**src/rtl/bcd_pkg.sv**
```systemverilog
// Shared types and constants for the signed-binary to packed-BCD formatter.
package bcd_pkg;

    typedef enum logic [1:0] {
        IDLE  = 2'd0,
        LOAD  = 2'd1,
        SHIFT = 2'd2,
        DONE  = 2'd3
    } bcd_state_e;

    localparam int         BCD_MAX  = 999;
    localparam int         BCD_ITER = 10;
    localparam int         BIN_W    = 10;
    localparam int         ACC_W    = 12;
    localparam logic [3:0] SIGN_NEG = 4'd1;
    localparam logic [3:0] SIGN_POS = 4'd0;

    // Double-dabble digit correction applied before each left shift.
    function automatic logic [3:0] add3_nibble(input logic [3:0] d);
        logic [3:0] q;
        if (d >= 4'd5) begin
            q = d + 4'd3;
        end else begin
            q = d;
        end
        return q;
    endfunction

endpackage

```
**src/rtl/bcd_formatter_if.sv**
```systemverilog
// Handshake and result bundle of bcd_formatter; ovf exists only when BCD_SAT_EN is defined.
interface bcd_formatter_if #(parameter int IN_W = 12);
    logic [IN_W-1:0] in_value;
    logic            in_valid;
    logic            in_ready;
    logic [15:0]     data;
    logic            out_valid;
`ifdef BCD_SAT_EN
    logic            ovf;

    modport master (output in_value, in_valid, input in_ready, data, out_valid, ovf);
    modport slave  (input in_value, in_valid, output in_ready, data, out_valid, ovf);
`else
    modport master (output in_value, in_valid, input in_ready, data, out_valid);
    modport slave  (input in_value, in_valid, output in_ready, data, out_valid);
`endif
endinterface

```
**src/rtl/bcd_formatter_add3.sv**
```systemverilog
// Combinational BCD nibble correction: digits of 5 or more get +3 ahead of the shift.
module bcd_add3
    import bcd_pkg::*;
(
    input  logic [3:0] d,
    output logic [3:0] q
);
    assign q = add3_nibble(d);
endmodule

```
**src/rtl/bcd_formatter.sv**
```systemverilog
// Iterative signed-binary (tenths) to {sign, tens, units, tenths} BCD converter.
// Define BCD_SAT_EN to clamp out-of-range inputs to +/-99.9 and flag them on ovf.
module bcd_formatter
    import bcd_pkg::*;
#(
    parameter int IN_W = 12
) (
    input  logic           clk,
    input  logic           rstn,
    bcd_formatter_if.slave bus
);

    bcd_state_e       state_r;
    bcd_state_e       state_nxt_s;
    logic [IN_W-1:0]  in_reg_r;
    logic [BIN_W-1:0] bin_r;
    logic [ACC_W-1:0] acc_r;
    logic [3:0]       cnt_r;
    logic             neg_r;
    logic [15:0]      data_r;
    logic             out_valid_r;
`ifdef BCD_SAT_EN
    logic             oor_r;
    logic             ovf_r;
`endif

    logic                   accept_s;
    logic                   neg_s;
    logic [IN_W:0]          ext_s;
    logic [IN_W:0]          mag_s;
    logic                   oor_s;
    logic [BIN_W-1:0]       mag_fin_s;
    logic [ACC_W-1:0]       acc_adj_s;
    logic [ACC_W+BIN_W-1:0] shifted_s;

    assign bus.in_ready  = (state_r == IDLE);
    assign bus.data      = data_r;
    assign bus.out_valid = out_valid_r;
`ifdef BCD_SAT_EN
    assign bus.ovf       = ovf_r;
`endif

    assign accept_s = bus.in_valid && (state_r == IDLE);

    // Sign/magnitude split; one extra bit so the most negative input negates cleanly.
    always_comb begin
        neg_s = in_reg_r[IN_W-1];
        ext_s = {in_reg_r[IN_W-1], in_reg_r};
        if (neg_s) begin
            mag_s = ~ext_s + (IN_W+1)'(1);
        end else begin
            mag_s = ext_s;
        end
        oor_s = (mag_s > (IN_W+1)'(BCD_MAX));
        if (oor_s) begin
`ifdef BCD_SAT_EN
            mag_fin_s = BIN_W'(BCD_MAX);
`else
            mag_fin_s = {BIN_W{1'b0}};
`endif
        end else begin
            mag_fin_s = mag_s[BIN_W-1:0];
        end
    end

    bcd_add3 u_add3_tenths (.d(acc_r[3:0]),  .q(acc_adj_s[3:0]));
    bcd_add3 u_add3_units  (.d(acc_r[7:4]),  .q(acc_adj_s[7:4]));
    bcd_add3 u_add3_tens   (.d(acc_r[11:8]), .q(acc_adj_s[11:8]));

    assign shifted_s = {acc_adj_s, bin_r} << 1;

    // Next-state logic.
    always_comb begin
        state_nxt_s = state_r;
        case (state_r)
            IDLE: begin
                if (accept_s) begin
                    state_nxt_s = LOAD;
                end else begin
                    state_nxt_s = IDLE;
                end
            end
            LOAD: state_nxt_s = SHIFT;
            SHIFT: begin
                if (cnt_r == 4'(BCD_ITER - 1)) begin
                    state_nxt_s = DONE;
                end else begin
                    state_nxt_s = SHIFT;
                end
            end
            DONE:    state_nxt_s = IDLE;
            default: state_nxt_s = IDLE;
        endcase
    end

    // State register.
    always_ff @(posedge clk or negedge rstn) begin
        if (!rstn) begin
            state_r <= IDLE;
        end else begin
            state_r <= state_nxt_s;
        end
    end

    // Conversion datapath and held output word.
    always_ff @(posedge clk or negedge rstn) begin
        if (!rstn) begin
            in_reg_r    <= '0;
            bin_r       <= '0;
            acc_r       <= '0;
            cnt_r       <= 4'd0;
            neg_r       <= 1'b0;
            data_r      <= 16'h0000;
            out_valid_r <= 1'b0;
`ifdef BCD_SAT_EN
            oor_r       <= 1'b0;
            ovf_r       <= 1'b0;
`endif
        end else begin
            out_valid_r <= 1'b0;
            case (state_r)
                IDLE: begin
                    if (accept_s) begin
                        in_reg_r <= bus.in_value;
                    end
                end
                LOAD: begin
                    bin_r <= mag_fin_s;
                    acc_r <= '0;
                    cnt_r <= 4'd0;
                    // Zero never carries a minus sign, including clamped-to-zero results.
                    neg_r <= neg_s && (mag_fin_s != {BIN_W{1'b0}});
`ifdef BCD_SAT_EN
                    oor_r <= oor_s;
`endif
                end
                SHIFT: begin
                    acc_r <= shifted_s[ACC_W+BIN_W-1:BIN_W];
                    bin_r <= shifted_s[BIN_W-1:0];
                    cnt_r <= cnt_r + 4'd1;
                end
                DONE: begin
                    data_r      <= {(neg_r ? SIGN_NEG : SIGN_POS), acc_r};
                    out_valid_r <= 1'b1;
`ifdef BCD_SAT_EN
                    ovf_r       <= oor_r;
`endif
                end
                default: begin
                    out_valid_r <= 1'b0;
                end
            endcase
        end
    end

endmodule

```
**src/flat_wrapper.sv**
```systemverilog
// flat-port wrapper written by rule: the top's interface ports become plain ports
module bcd_formatter_flat import bcd_pkg::*;
#(
    parameter int IN_W = 12
)
  (clk, rstn, bus_in_value, bus_in_valid, bus_in_ready, bus_data, bus_out_valid);
  bcd_formatter_if #(.IN_W(IN_W)) bus_i ();
  input  logic clk;
  input  logic rstn;
  input wire logic [$bits(bus_i.in_value)-1:0] bus_in_value;
  input wire logic [$bits(bus_i.in_valid)-1:0] bus_in_valid;
  output wire logic [$bits(bus_i.in_ready)-1:0] bus_in_ready;
  output wire logic [$bits(bus_i.data)-1:0] bus_data;
  output wire logic [$bits(bus_i.out_valid)-1:0] bus_out_valid;
  assign bus_i.in_value = bus_in_value;
  assign bus_i.in_valid = bus_in_valid;
  assign bus_in_ready = bus_i.in_ready;
  assign bus_data = bus_i.data;
  assign bus_out_valid = bus_i.out_valid;
  bcd_formatter #(.IN_W(IN_W)) u_core (.clk(clk), .rstn(rstn), .bus(bus_i));
endmodule
```
**config.mk**
```make
export PLATFORM = sky130hd
export DESIGN_NAME = bcd_formatter_flat
export DESIGN_NICKNAME = d
export VERILOG_FILES = /design/src/rtl/bcd_pkg.sv /design/src/rtl/bcd_formatter_if.sv /design/src/rtl/bcd_formatter_add3.sv /design/src/rtl/bcd_formatter.sv /design/src/flat_wrapper.sv
export SDC_FILE = /design/constraint.sdc
export NUM_CORES = 1
export LEC_CHECK = 0
export CAP_MARGIN = 15
export CORE_AREA = 5 5 92 73
export DETAILED_ROUTE_END_ITERATION = 8
export DIE_AREA = 0 0 97 78
export DONT_BUFFER_PORTS = 1
export HOLD_SLACK_MARGIN = 0.02
export PLACE_DENSITY = 0.74
export SYNTH_ARGS = -nofsm -noshare
export SYNTH_HDL_FRONTEND = slang
export SYNTH_HIERARCHICAL = 1
export SYNTH_SLANG_ARGS = --single-unit
```
**constraint.sdc**
```tcl
create_clock -name clk -period 2.4 [get_ports clk]
set_clock_uncertainty 0.05 [all_clocks]
set_input_delay 0.36 -clock clk [delete_from_list [all_inputs] [get_ports clk]]
set_output_delay 0.36 -clock clk [all_outputs]
set_load 0.05 [all_outputs]
```
-- Yosys cells after proc, flatten, opt, wreduce, memory -nomap -nowiden
Cells that the tools add are included.
- bits of input ports: 15
- register bits after elaboration: 55
- multiplexer cells: 13
- magnitude comparators: 4
- reductions and logical operators: 6
- bitwise gates (word level): 1
- $add $sub $neg: 5
- eq/ne operators: 4
- operators by type and width (cell ; count):
    $pmux W12 S2 ; 1
    $pmux W10 S2 ; 1
    $add A13 B1 Y13 const B ; 1
    $gt A13 B10 Y1 const B ; 1
    $mux W13 ; 1
    $not A13 Y13 ; 1
    $ge A4 B3 Y1 const B ; 3
    $mux W10 ; 1
    $reduce_bool A10 Y1 ; 1
    $add A4 B2 Y4 const B ; 2
    $mux W4 ; 2
    $pmux W2 S4 ; 1
    $pmux W4 S2 ; 1
    $add A4 B1 Y4 const B ; 1
    $eq A2 B2 Y1 const B ; 2
    $eq A4 B4 Y1 const B ; 1
    $mux W1 ; 4
    $add A3 B2 Y3 const B ; 1
    $mux W3 ; 1
    $eq A2 B1 Y1 const B ; 1
    $logic_and A1 B1 Y1 ; 2
    $logic_not A2 Y1 ; 1
    $reduce_and A2 Y1 ; 1
    $reduce_bool A2 Y1 ; 1

-- Longest topological paths before layout
- depth in word-level cells: 7
- depth in mapped cells: 8
- depth with buffers taken out: 8

-- Modules after synthesis
The synthesis kept the hierarchy.
- modules (own cells, without submodules) (module ; cells each ; sequential area each (µm²) ; instances ; area each (µm²)):
    bcd_formatter ; 275 ; 1376.3 ; 1 ; 2856.5
    bcd_add3 ; 16 ; 0.0 ; 3 ; 101.3

-- Least setup slack after synthesis
No wires, ideal clock.
- kind: reg2reg
- from: register u_core.in_reg_r[1]
- to: register u_core.bin_r[2]
- cell stages (with the launch flop): 9
- data required time: 2.209 ns
- buffers on the path: 0
- library setup time: 0.141 ns
- slack: 0.035 ns
- data arrival time: 2.174 ns
- path through: dfrtp_1 -> inv_1 -> ha_1 -> or4b_4 -> or2_1 -> nor3b_2 -> o2111ai_2 -> o2111ai_1 -> a31oi_1
- longest elaborated chain between the ends: 6
- ends and longest elaborated chain (item ; line ; source):
    start, declared ; bcd_formatter.sv:15 ; logic [IN_W-1:0] in_reg_r;
    start signal, assigned ; bcd_formatter.sv:124 ; in_reg_r <= bus.in_value;
    $not A13 Y13 ; bcd_formatter.sv:50 ; mag_s = ~ext_s + (IN_W+1)'(1);
    $add A13 B1 Y13 ; bcd_formatter.sv:50 ;
    $mux W13 * ; bcd_formatter.sv:49 ; if (neg_s) begin
    $gt A13 B10 Y1 ; bcd_formatter.sv:54 ; oor_s = (mag_s > (IN_W+1)'(BCD_MAX));
    $mux W10 * ; bcd_formatter.sv:55 ; if (oor_s) begin
    $pmux W10 S2 * ; bcd_formatter.sv:121 ; case (state_r)
    end signal, assigned ; bcd_formatter.sv:128 ; bin_r <= mag_fin_s;
    end signal, assigned ; bcd_formatter.sv:139 ; bin_r <= shifted_s[BIN_W-1:0];
    end, declared ; bcd_formatter.sv:16 ; logic [BIN_W-1:0] bin_r;
Mark *: on every way between the ends. The rest lies on a longest branch, timed or not.
A chain may end at the register's enable or synchronous reset.

-- Final worst setup path
- from: register u_core.in_reg_r[0]
- to: register u_core.bin_r[7]
Same word-level chain as after synthesis.

==> metrics.txt <==
pre-CTS setup slack -114 ps; register share of total power 32.5%; Crit. path cell count 9; share of layout cells above drive strength 1 24.9%; I/O pin count 33; Longest Clk Path Bufs 2; Slew @ Worst Pin 740 ps; DRC 0; DP HPWL 4350 um; switching power total 2.33 mW; crit path launch type register; Mapped Area 3140 um^2; DIE WIDTH 97 um; setup_tns -218 ps; f_max 0.403 GHz; setup ws final -84.0 ps; worst r2r src u_core/in_reg_r[0]$_DFFE_PN0P_; R2R Path End u_core/bin_r[7]$_DFFE_PN0P_; Slew Viols, Final 0; critical path peak fanout 6; Rows 24; RSZ-0062 raised after global routing true; WHS 134 ps; TritonCTS Buffers 5; Die Y-Extent 78 um; vias 2,367; final-report hold violation count 0; max-cap viol count 0; Avg Inst Size Synth 9.84 um^2; grt ovf 0; Hold Crit Class primary input to register; failing checks setup timing; run status complete, but fails checks; power per cell area 1400 nW/um^2; Routed WL 6840 um; clk slew on worst S/H paths 110 ps; Post-Synthesis Cells 319; CTS tree done; required time worst endpoint 2550 ps; Tmin final 2480 ps; CP bufs+invs 2; initial antenna violation count 0; Clock power frac 12.6%; final antenna-violating net count 0; clk root buf clkbuf_8; die area 7570 um^2; via/cell ratio 5.76; Total GRT Usage 18.2%; worst vdd ir 0.896 mV; Crit path arrival time 2630 ps; crit path launch u_core/in_reg_r[0]$_DFFE_PN0P_; max_slew headroom 50.2%; leakage power 1.52 nW; switching share of total power 46.5%; Initial Util 55.3%; largest net degree at the start of global routing 56; crit path cell chain inv_2, ha_4, or4b_4, or2_4, nor3b_4, buf_6, o2111ai_4, o2111ai_2, a31oi_1; R2R Setup Slk -80 ps; Port Buffers 0; Pwr Total 5.01 mW; CTS Sinks 55; wire per inst 16.6 um; crit share post-route 104%; Comb power frac 54.9%; drt initial violations 151; Pre-antenna DRT Iters 5; Core Area 5680 um^2; Layout Nets 360; synth warn 6; Setup crit end u_core/bin_r[7]$_DFFE_PN0P_; Crit Path Category register to register; Worst Setup End Kind register; Top delay family on crit path simple AND/OR/NAND/NOR gates; setup violators final 6; Worst path slowest cell or4b_4; Cell Int Power 2.68 mW; Worst-Skew Late Latency 310 ps; slowest cell delay on critical path 510 ps; Syn-to-layout area delta 14.1%; gp weighted congestion 0.816; vias in the first global route 2,390; htree depth 2; R2R depth 9; first-pass GRT wire length 11,500 um; Antenna Cells 0
-- worst min-delay path by stage --
stage / start / to / slack [ps] / cells past startpoint
after global routing: bus_in_value[6] / u_core/in_reg_r[6]$_DFFE_PN0P_ / 120 / 1
final: bus_in_value[6] / u_core/in_reg_r[6]$_DFFE_PN0P_ / 130 / 1
after floorplan: rstn / u_core/acc_r[0]$_DFFE_PN0P_ / 10 / 0
after global placement: rstn / u_core/acc_r[2]$_DFFE_PN0P_ / 20 / 0
after CTS: bus_in_value[6] / u_core/in_reg_r[6]$_DFFE_PN0P_ / 130 / 1
after detailed placement: rstn / u_core/bus.data[2]$_DFFE_PN0P_ / 20 / 0
-- repair_timing --
| item | 4_1_cts | 5_1_grt |
|---|---|---|
| pin swaps | 7 | 6 |
| resized for setup | 16 | 8 |
| buffers inserted | 1 | 2 |
| endpoints found under the setup margin | 11 | 11 |
| hold buffers | 2 | 0 |
| gates cloned | 1 | 0 |
| endpoints found under the hold margin | 55 | 0 |
-- sequential cells by signal, indices dropped and copies added (netlist names) --
name,cells
u_core/acc_r,12
u_core/bin_r,10
u_core/bus.data,13
u_core/bus.out_valid,1
u_core/cnt_r,4
u_core/in_reg_r,12
u_core/neg_r,1
u_core/state_r,2
-- layer usage --
layer / global-route usage, % / share of wire, %
met5: 0 / 0
met4: 5.19 / 1.8
met3: 4.12 / 4.8
met2: 30.6 / 48
met1: 23.8 / 45
-- cell usage in the layout (no fill, tap or decap), types with 2 or more instances in the layout --
cell type	count
dfrtp_1	54
nand2_1	29
inv_1	27
mux2_2	25
o21ai_0	23
buf_4	20
nand3_1	17
nor2_1	16
ha_1	12
xnor2_1	11
a31oi_1	8
nand2b_1	6
clkbuf_8	5
mux2i_1	5
o21ai_1	5
nor3_1	4
or3_1	3
o2111ai_2	3
o32ai_1	3
conb_1	3
a21oi_2	3
o2111ai_4	2
inv_2	2
o31ai_1	2
nor3_2	2
or4_1	2
o2111ai_1	2
-- final cells by class --
type	count	area, um^2
fill	428	2090
multi-input combinational	218	1690
sequential	55	1380
timing repair buffer	23	199
inverter	29	109
tap	78	97.6
clock buffer	6	72.6
clock inverter	2	38.8
-- metrics by stage --
stage                     instance area (um^2)  util (%)  instances
after floorplan                           3150         -        321
after global placement                    3290      57.9        397
after detailed placement                  3290      57.9        397
after CTS                                 3540      62.4        409
after global routing                      3580      63.2        411
final                                     3580      63.2        411
-- power by group through the flow --
stage          Clock [mW]  Combinational, mW  Sequential [mW]
6_report            0.629               2.75             1.63
5_1_grt             0.690               2.98             1.68
4_1_cts             0.642               2.58             1.62
3_5_place_dp            0               2.30             1.63
3_3_place_gp            0               2.23             1.62
2_1_floorplan           0               1.76             1.55
(Power assumes the default switching activity.)
